`config.mk`:
```
export PLATFORM = sky130hd
export DESIGN_NAME = matrix_pixel_fetch
export DESIGN_NICKNAME = d
export VERILOG_FILES = /design/src/rtl/matrix_pixel_fetch.sv
export SDC_FILE = /design/constraint.sdc
export NUM_CORES = 1
export LEC_CHECK = 0
export BUFFER_PORTS_ARGS = -buffer_cell sky130_fd_sc_hd__buf_2
export CAP_MARGIN = 0
export CORE_MARGIN = 2
export CORE_UTILIZATION = 50
export CTS_BUF_LIST = sky130_fd_sc_hd__clkbuf_8
export CTS_CLUSTER_SIZE = 8
export DETAILED_ROUTE_END_ITERATION = 7
export PLACE_DENSITY = 0.74
export SETUP_SLACK_MARGIN = 0.1
export SLEW_MARGIN = 20
export SYNTH_ARGS = -nofsm -noshare
export SYNTH_HDL_FRONTEND = slang
export SYNTH_SLANG_ARGS = --single-unit
```
`constraint.sdc`:
```
create_clock -name clk_in -period 2.7 [get_ports clk_in]
set_input_delay 0.54 -clock clk_in [delete_from_list [all_inputs] [get_ports clk_in]]
set_output_delay 0.54 -clock clk_in [all_outputs]
set_load 0.005 [all_outputs]
```
`src/rtl/matrix_pixel_fetch.sv`:
```
// rtl/matrix_pixel_fetch.sv - pipelined multi-channel pixel fetch from framebuffer RAM
//
// Purpose: on an accepted start, issues one framebuffer read per display
// channel on consecutive cycles, captures each returned word after the RAM
// read latency into a shadow register, then publishes every channel pixel
// at once on the pixels bus together with a one-cycle valid strobe.
//
// Ports:
//   clk_in         - sole clock, rising edge
//   reset          - synchronous, active-high
//   start          - fetch request, honoured only while not busy
//   row_address    - row to fetch, sampled with an accepted start
//   column_address - column to fetch, sampled with an accepted start
//   ram_addr       - framebuffer read address {channel, row, column'}
//   ram_clk_en     - framebuffer read clock enable (equal to busy)
//   ram_data       - framebuffer read data
//   pixels         - channel k at [k*PIXEL_WIDTH +: PIXEL_WIDTH]
//   valid          - one-cycle strobe, pixels just updated
//   busy           - fetch in progress
//   overrun        - sticky, start arrived while busy
module matrix_pixel_fetch #(
   parameter int CHAN_BITS      = 1,
   parameter int ROW_BITS       = 4,
   parameter int COL_BITS       = 6,
   parameter int PIXEL_WIDTH    = 16,
   parameter int RAM_LATENCY    = 2,
   parameter int COLUMN_REVERSE = 1,
   localparam int CHANNELS      = 2 ** CHAN_BITS,
   localparam int ADDR_WIDTH    = CHAN_BITS + ROW_BITS + COL_BITS
) (
   input  logic                            clk_in,
   input  logic                            reset,
   input  logic                            start,
   input  logic [ROW_BITS-1:0]             row_address,
   input  logic [COL_BITS-1:0]             column_address,
   output logic [ADDR_WIDTH-1:0]           ram_addr,
   output logic                            ram_clk_en,
   input  logic [PIXEL_WIDTH-1:0]          ram_data,
   output logic [CHANNELS*PIXEL_WIDTH-1:0] pixels,
   output logic                            valid,
   output logic                            busy,
   output logic                            overrun
);

   // Channel counters keep at least one bit so CHAN_BITS=0 still elaborates.
   localparam int CW  = (CHAN_BITS > 0) ? CHAN_BITS : 1;
   localparam int RCW = ROW_BITS + COL_BITS;
   localparam int FW  = $clog2(CHANNELS + RAM_LATENCY + 1);

   localparam logic [CW-1:0] LAST_CHAN = CW'(CHANNELS - 1);
   // fetch_cnt counts FETCH cycles from 0; channel k is presented when it
   // equals k and its data is on ram_data when it equals k+RAM_LATENCY.
   localparam logic [FW-1:0] CAP_FIRST = FW'(RAM_LATENCY);
   localparam logic [FW-1:0] CAP_LAST  = FW'(CHANNELS - 1 + RAM_LATENCY);

   typedef enum logic {
      IDLE  = 1'b0,
      FETCH = 1'b1
   } state_t;

   state_t                          state_q, state_d;
   logic [RCW-1:0]                  rc_q, rc_d;
   logic [CW-1:0]                   issue_q, issue_d;
   logic [CW-1:0]                   cap_q, cap_d;
   logic [FW-1:0]                   fetch_cnt_q, fetch_cnt_d;
   logic [ADDR_WIDTH-1:0]           addr_q, addr_d;
   logic [CHANNELS*PIXEL_WIDTH-1:0] shadow_q, shadow_d;
   logic [CHANNELS*PIXEL_WIDTH-1:0] pixels_q, pixels_d;
   logic                            valid_q, valid_d;
   logic                            overrun_q, overrun_d;
   logic [COL_BITS-1:0]             col_eff;

   assign col_eff = (COLUMN_REVERSE != 0) ? ~column_address : column_address;

   // With no channel field the shifted term is entirely shifted out.
   function automatic logic [ADDR_WIDTH-1:0] make_addr(input logic [CW-1:0]  chan,
                                                       input logic [RCW-1:0] rc);
      make_addr = (ADDR_WIDTH'(chan) << RCW) | ADDR_WIDTH'(rc);
   endfunction

   always_comb begin
      state_d     = state_q;
      rc_d        = rc_q;
      issue_d     = issue_q;
      cap_d       = cap_q;
      fetch_cnt_d = fetch_cnt_q;
      addr_d      = addr_q;
      shadow_d    = shadow_q;
      pixels_d    = pixels_q;
      valid_d     = 1'b0;
      overrun_d   = overrun_q;

      case (state_q)
         IDLE: begin
            if (start) begin
               rc_d        = {row_address, col_eff};
               issue_d     = '0;
               cap_d       = '0;
               fetch_cnt_d = '0;
               addr_d      = make_addr('0, {row_address, col_eff});
               state_d     = FETCH;
            end
         end
         FETCH: begin
            if (start) begin
               overrun_d = 1'b1;
            end
            fetch_cnt_d = fetch_cnt_q + 1'b1;
            // Issue side: one new channel address per cycle, then hold.
            if (issue_q != LAST_CHAN) begin
               issue_d = issue_q + 1'b1;
               addr_d  = make_addr(issue_q + 1'b1, rc_q);
            end
            // Capture side trails the issue side by RAM_LATENCY cycles.
            if (fetch_cnt_q >= CAP_FIRST) begin
               for (int k = 0; k < CHANNELS; k++) begin
                  if (cap_q == CW'(k)) begin
                     shadow_d[k*PIXEL_WIDTH +: PIXEL_WIDTH] = ram_data;
                  end
               end
               cap_d = cap_q + 1'b1;
            end
            // Publish from shadow_d so the final word lands in the same edge
            // as the rest of the set.
            if (fetch_cnt_q == CAP_LAST) begin
               pixels_d = shadow_d;
               valid_d  = 1'b1;
               state_d  = IDLE;
            end
         end
         default: begin
            state_d = IDLE;
         end
      endcase
   end

   always_ff @(posedge clk_in) begin
      if (reset) begin
         state_q     <= IDLE;
         rc_q        <= '0;
         issue_q     <= '0;
         cap_q       <= '0;
         fetch_cnt_q <= '0;
         addr_q      <= '0;
         shadow_q    <= '0;
         pixels_q    <= '0;
         valid_q     <= 1'b0;
         overrun_q   <= 1'b0;
      end else begin
         state_q     <= state_d;
         rc_q        <= rc_d;
         issue_q     <= issue_d;
         cap_q       <= cap_d;
         fetch_cnt_q <= fetch_cnt_d;
         addr_q      <= addr_d;
         shadow_q    <= shadow_d;
         pixels_q    <= pixels_d;
         valid_q     <= valid_d;
         overrun_q   <= overrun_d;
      end
   end

   assign ram_addr   = addr_q;
   assign busy       = (state_q == FETCH);
   assign ram_clk_en = busy;
   assign pixels     = pixels_q;
   assign valid      = valid_q;
   assign overrun    = overrun_q;

endmodule
```
==> impl_metrics.csv <==
group,metric,value,unit
run_status,outcome,"complete, no violations",
clocking,cts-root-buf,"clkbuf_8",
route,drtIter0Drc,207,
logic_synthesis,ys_seq_area_share,49.34,%
global_routing,grt_pass1_vias,2902,
global_routing,track_usage,20.85,%
power_and_ir_drop,leakage,1.962,nW
timing,slew_violations,0,
route,vias,3049,
final_layout,area_growth,15.82,%
logic_synthesis,ys_top_cells_by_count,"dfxtp_1 (93), nand2_1 (42), nand2b_1 (35)",
timing,worst_pin_slew,0.7950,ns
clocking,ctsHoldBuffers,0,
global_routing,grt-ovfl-total,0,
logic_synthesis,ys.warnings.count,0,
logic_synthesis,syn_inst,392,
final_layout,final_util,59.93,%
timing,fin_crit_sh,77.68,%
timing,finalHoldViolCount,0,
logic_synthesis,yosys.area.top_type_share,49.34,%
logic_synthesis,synth.most_common_cell,"dfxtp_1",
route,route.antenna.remaining_nets,0,
placed_design,placed_area,0.004167,mm2
worst_setup_path,start_kind,"flip-flop",
clocking,post_cts_buffers,0,
clocking,cts.sinks,93,
power_and_ir_drop,seq_power_share,56.1,%
clocking,cts.path.max_buffers,2,
timing,fin_ws,0.6027,ns
clocking,cts_made_buffers,9,
timing,rsz0062_at_grt,"no",
logic_synthesis,synth_edf_count,0,
logic_synthesis,syn_nets,424,
timing,period_minus_slack,2.097,ns
timing,clock_skew,0.009818,ns
placed_design,port_buffers,75,
power_and_ir_drop,netSwitchingFraction,24.57,%
flow_run,drv_cap,0,
worst_setup_path,crit_fanout,16,
timing,fmaxAchievable,476.8,MHz
route,routed_wl,8.436,mm
power_and_ir_drop,total_power,2.532,mW
logic_synthesis,yosysTopAreaCell,"dfxtp_1",
clocking,htreeDepth,3,
route,via_per_inst,5.454,
clocking,cts_tree,"built",
die,start_util,51.75,%
power_and_ir_drop,p_sw,0.6222,mW
global_routing,antenna_found_initial,0,
worst_setup_path,crit_type,"reg2reg",
die,die_h,90.88,um
timing,finalSetupTns,0,ns
final_layout,multiInputGateArea,0.001759,mm2
final_layout,regArea,0.001862,mm2
clocking,cts.reportedPaths.clkPinSlew,0.09,ns
worst_setup_path,cp.required,2.99,ns
final_layout,diodes,0,
worst_setup_path,end_kind,"flip-flop",
placed_design,hpwl,5.344,mm
logic_synthesis,synth_area,0.003774,mm2
logic_synthesis,synth_cell_types,35,
logic_synthesis,synth_compound_area_share,17.47,%
clocking,clock_latency,0.35,ns
timing,relSlewSlack,46.94,%
logic_synthesis,async_reset_ff_share,0,%
final_layout,stdcell_area,0.004370,mm2
logic_synthesis,synthTopCellsByArea,"dfxtp_1 (49%), a221o_1 (8.5%), nand2b_1 (5.8%)",
final_layout,fill_cells,663,
clocking,cts_resized,0,
power_and_ir_drop,p_int,1.910,mW
logic_synthesis,syn_area_per_cell,9.627,um2
logic_synthesis,synth_top_family_by_area,"simple AND/OR/NAND/NOR gates",
worst_setup_path,arrival,2.39,ns
timing,setup_violations,0,
placed_design,pre_cts_slack,0.4546,ns
die,ioPinCount,76,
route,drc_errors,0,
logic_synthesis,synth_xor_area_share,0,%
logic_synthesis,yosys.area_share.simple,22.61,%
route,drtPass1Iterations,4,
logic_synthesis,synth_mux_area_share,5.305,%
logic_synthesis,synth_ff_type,"dfxtp_1",
power_and_ir_drop,comb_power_share,7.5,%
die,dieWidth,90.88,um
power_and_ir_drop,power.density,579.4,mW/mm2
global_routing,grt_max_degree,77,
placed_design,gp_congestion,0.7567,
die,coreArea,0.007292,mm2
die,rows,31,
die,dieArea,0.008258,mm2
final_layout,drive_above_1_share,22.83,%
power_and_ir_drop,vdd_ir_drop_max,0.0003618,V
power_and_ir_drop,clkPwrFrac,36.5,%
logic_synthesis,ys_seq_elements,93,
logic_synthesis,synthAdderAreaFrac,0.9947,%
worst_hold_path,hold_class,"in2reg",
final_layout,nets,487,
route,wl_per_cell,15.09,um
global_routing,grt_first_pass_wirelength,14.11,mm
[stage by stage]
step                hold WS [ns]  cells
floorplan                 0.4360    392
detailed placement        0.4472    543
finish                    0.3668    559
global route              0.3604    559
global placement          0.4414    543
CTS                       0.3540    559
[flip-flops by register name, indices dropped and copies added (netlist names)]
name	cells
busy	1
cap_q	1
fetch_cnt_q	3
issue_q	1
overrun	1
pixels	32
ram_addr	11
rc_q	10
shadow_q	32
valid	1
[worst paths after layout]
check / startpoint / end / slack [ns] / cells past startpoint
setup / recovery: fetch_cnt_q[1] / pixels[30] / 0.60 / 5
hold / removal: column_address[4] / rc_q[4] / 0.37 / 2
setup reg to reg: fetch_cnt_q[1] / pixels[30] / 0.60 / 5
hold reg to reg: shadow_q[31] / shadow_q[31] / 0.46 / 2
[placed cells by master (no fill, tap or decap), types with 2 or more instances in the layout]
| cell type | netlist | routed |
|---|---|---|
| a211oi_1 | 10 | 10 |
| a21oi_1 | 31 | 31 |
| a221o_1 | 32 | 32 |
| and2_0 | 8 | 8 |
| and2_1 | 30 | 30 |
| buf_2 | 9 | 75 |
| buf_4 | 8 | 5 |
| clkbuf_8 | 0 | 9 |
| clkinv_2 | 0 | 2 |
| clkinv_4 | 0 | 2 |
| dfxtp_1 | 93 | 93 |
| ha_1 | 3 | 3 |
| inv_1 | 4 | 4 |
| mux2i_1 | 20 | 20 |
| nand2_1 | 42 | 42 |
| nand2b_1 | 35 | 35 |
| nand3_1 | 7 | 7 |
| nor2_1 | 18 | 17 |
| nor2_2 | 2 | 3 |
| nor2b_1 | 2 | 2 |
| nor3_1 | 4 | 4 |
| nor3b_1 | 2 | 2 |
| o21a_1 | 2 | 2 |
| o22ai_1 | 6 | 6 |
[layer usage]
layer / global-route usage [%] / routed length [um] / vias to the layer above
met3: 4.174 / 370 / 11
li1: - / - / 1495
met4: 6.944 / 85 / 0
met1: 26.95 / 3876 / 1470
met5: 0 / 0 / -
met2: 34.95 / 4103 / 73
[power by group through the flow]
stage	logic [mW]	clock network [mW]	registers, mW
floorplan	0.117	0	1.45
global placement	0.184	0	1.45
detailed placement	0.188	0	1.45
CTS	0.189	0.939	1.42
global route	0.209	0.994	1.42
finish	0.189	0.924	1.42
[cells by family after synthesis]
group	after synthesis
simple gates	156
flops	93
compound gates	88
buf+inv	32
mux	20
fa+ha+maj	3
[cell type report]
type                            instances  area share [%]
Clock inverter                          7           1.689
Timing Repair Buffer                   80           9.447
Tap cell                               99           2.834
Clock buffer                            9           2.834
Multi-Input combinational cell        267           40.25
Sequential cell                        93           42.60
Inverter                                4          0.3435
[worst max-delay path: stages, from the launching register on]
cell and delay [ns]:
dfxtp_1 0.47, ha_1 0.22, ha_1 0.24, nand3b_4 0.15, nor3b_4 0.69, a221o_1 0.27
No activity file was read; power rests on OpenSTA's default activity.
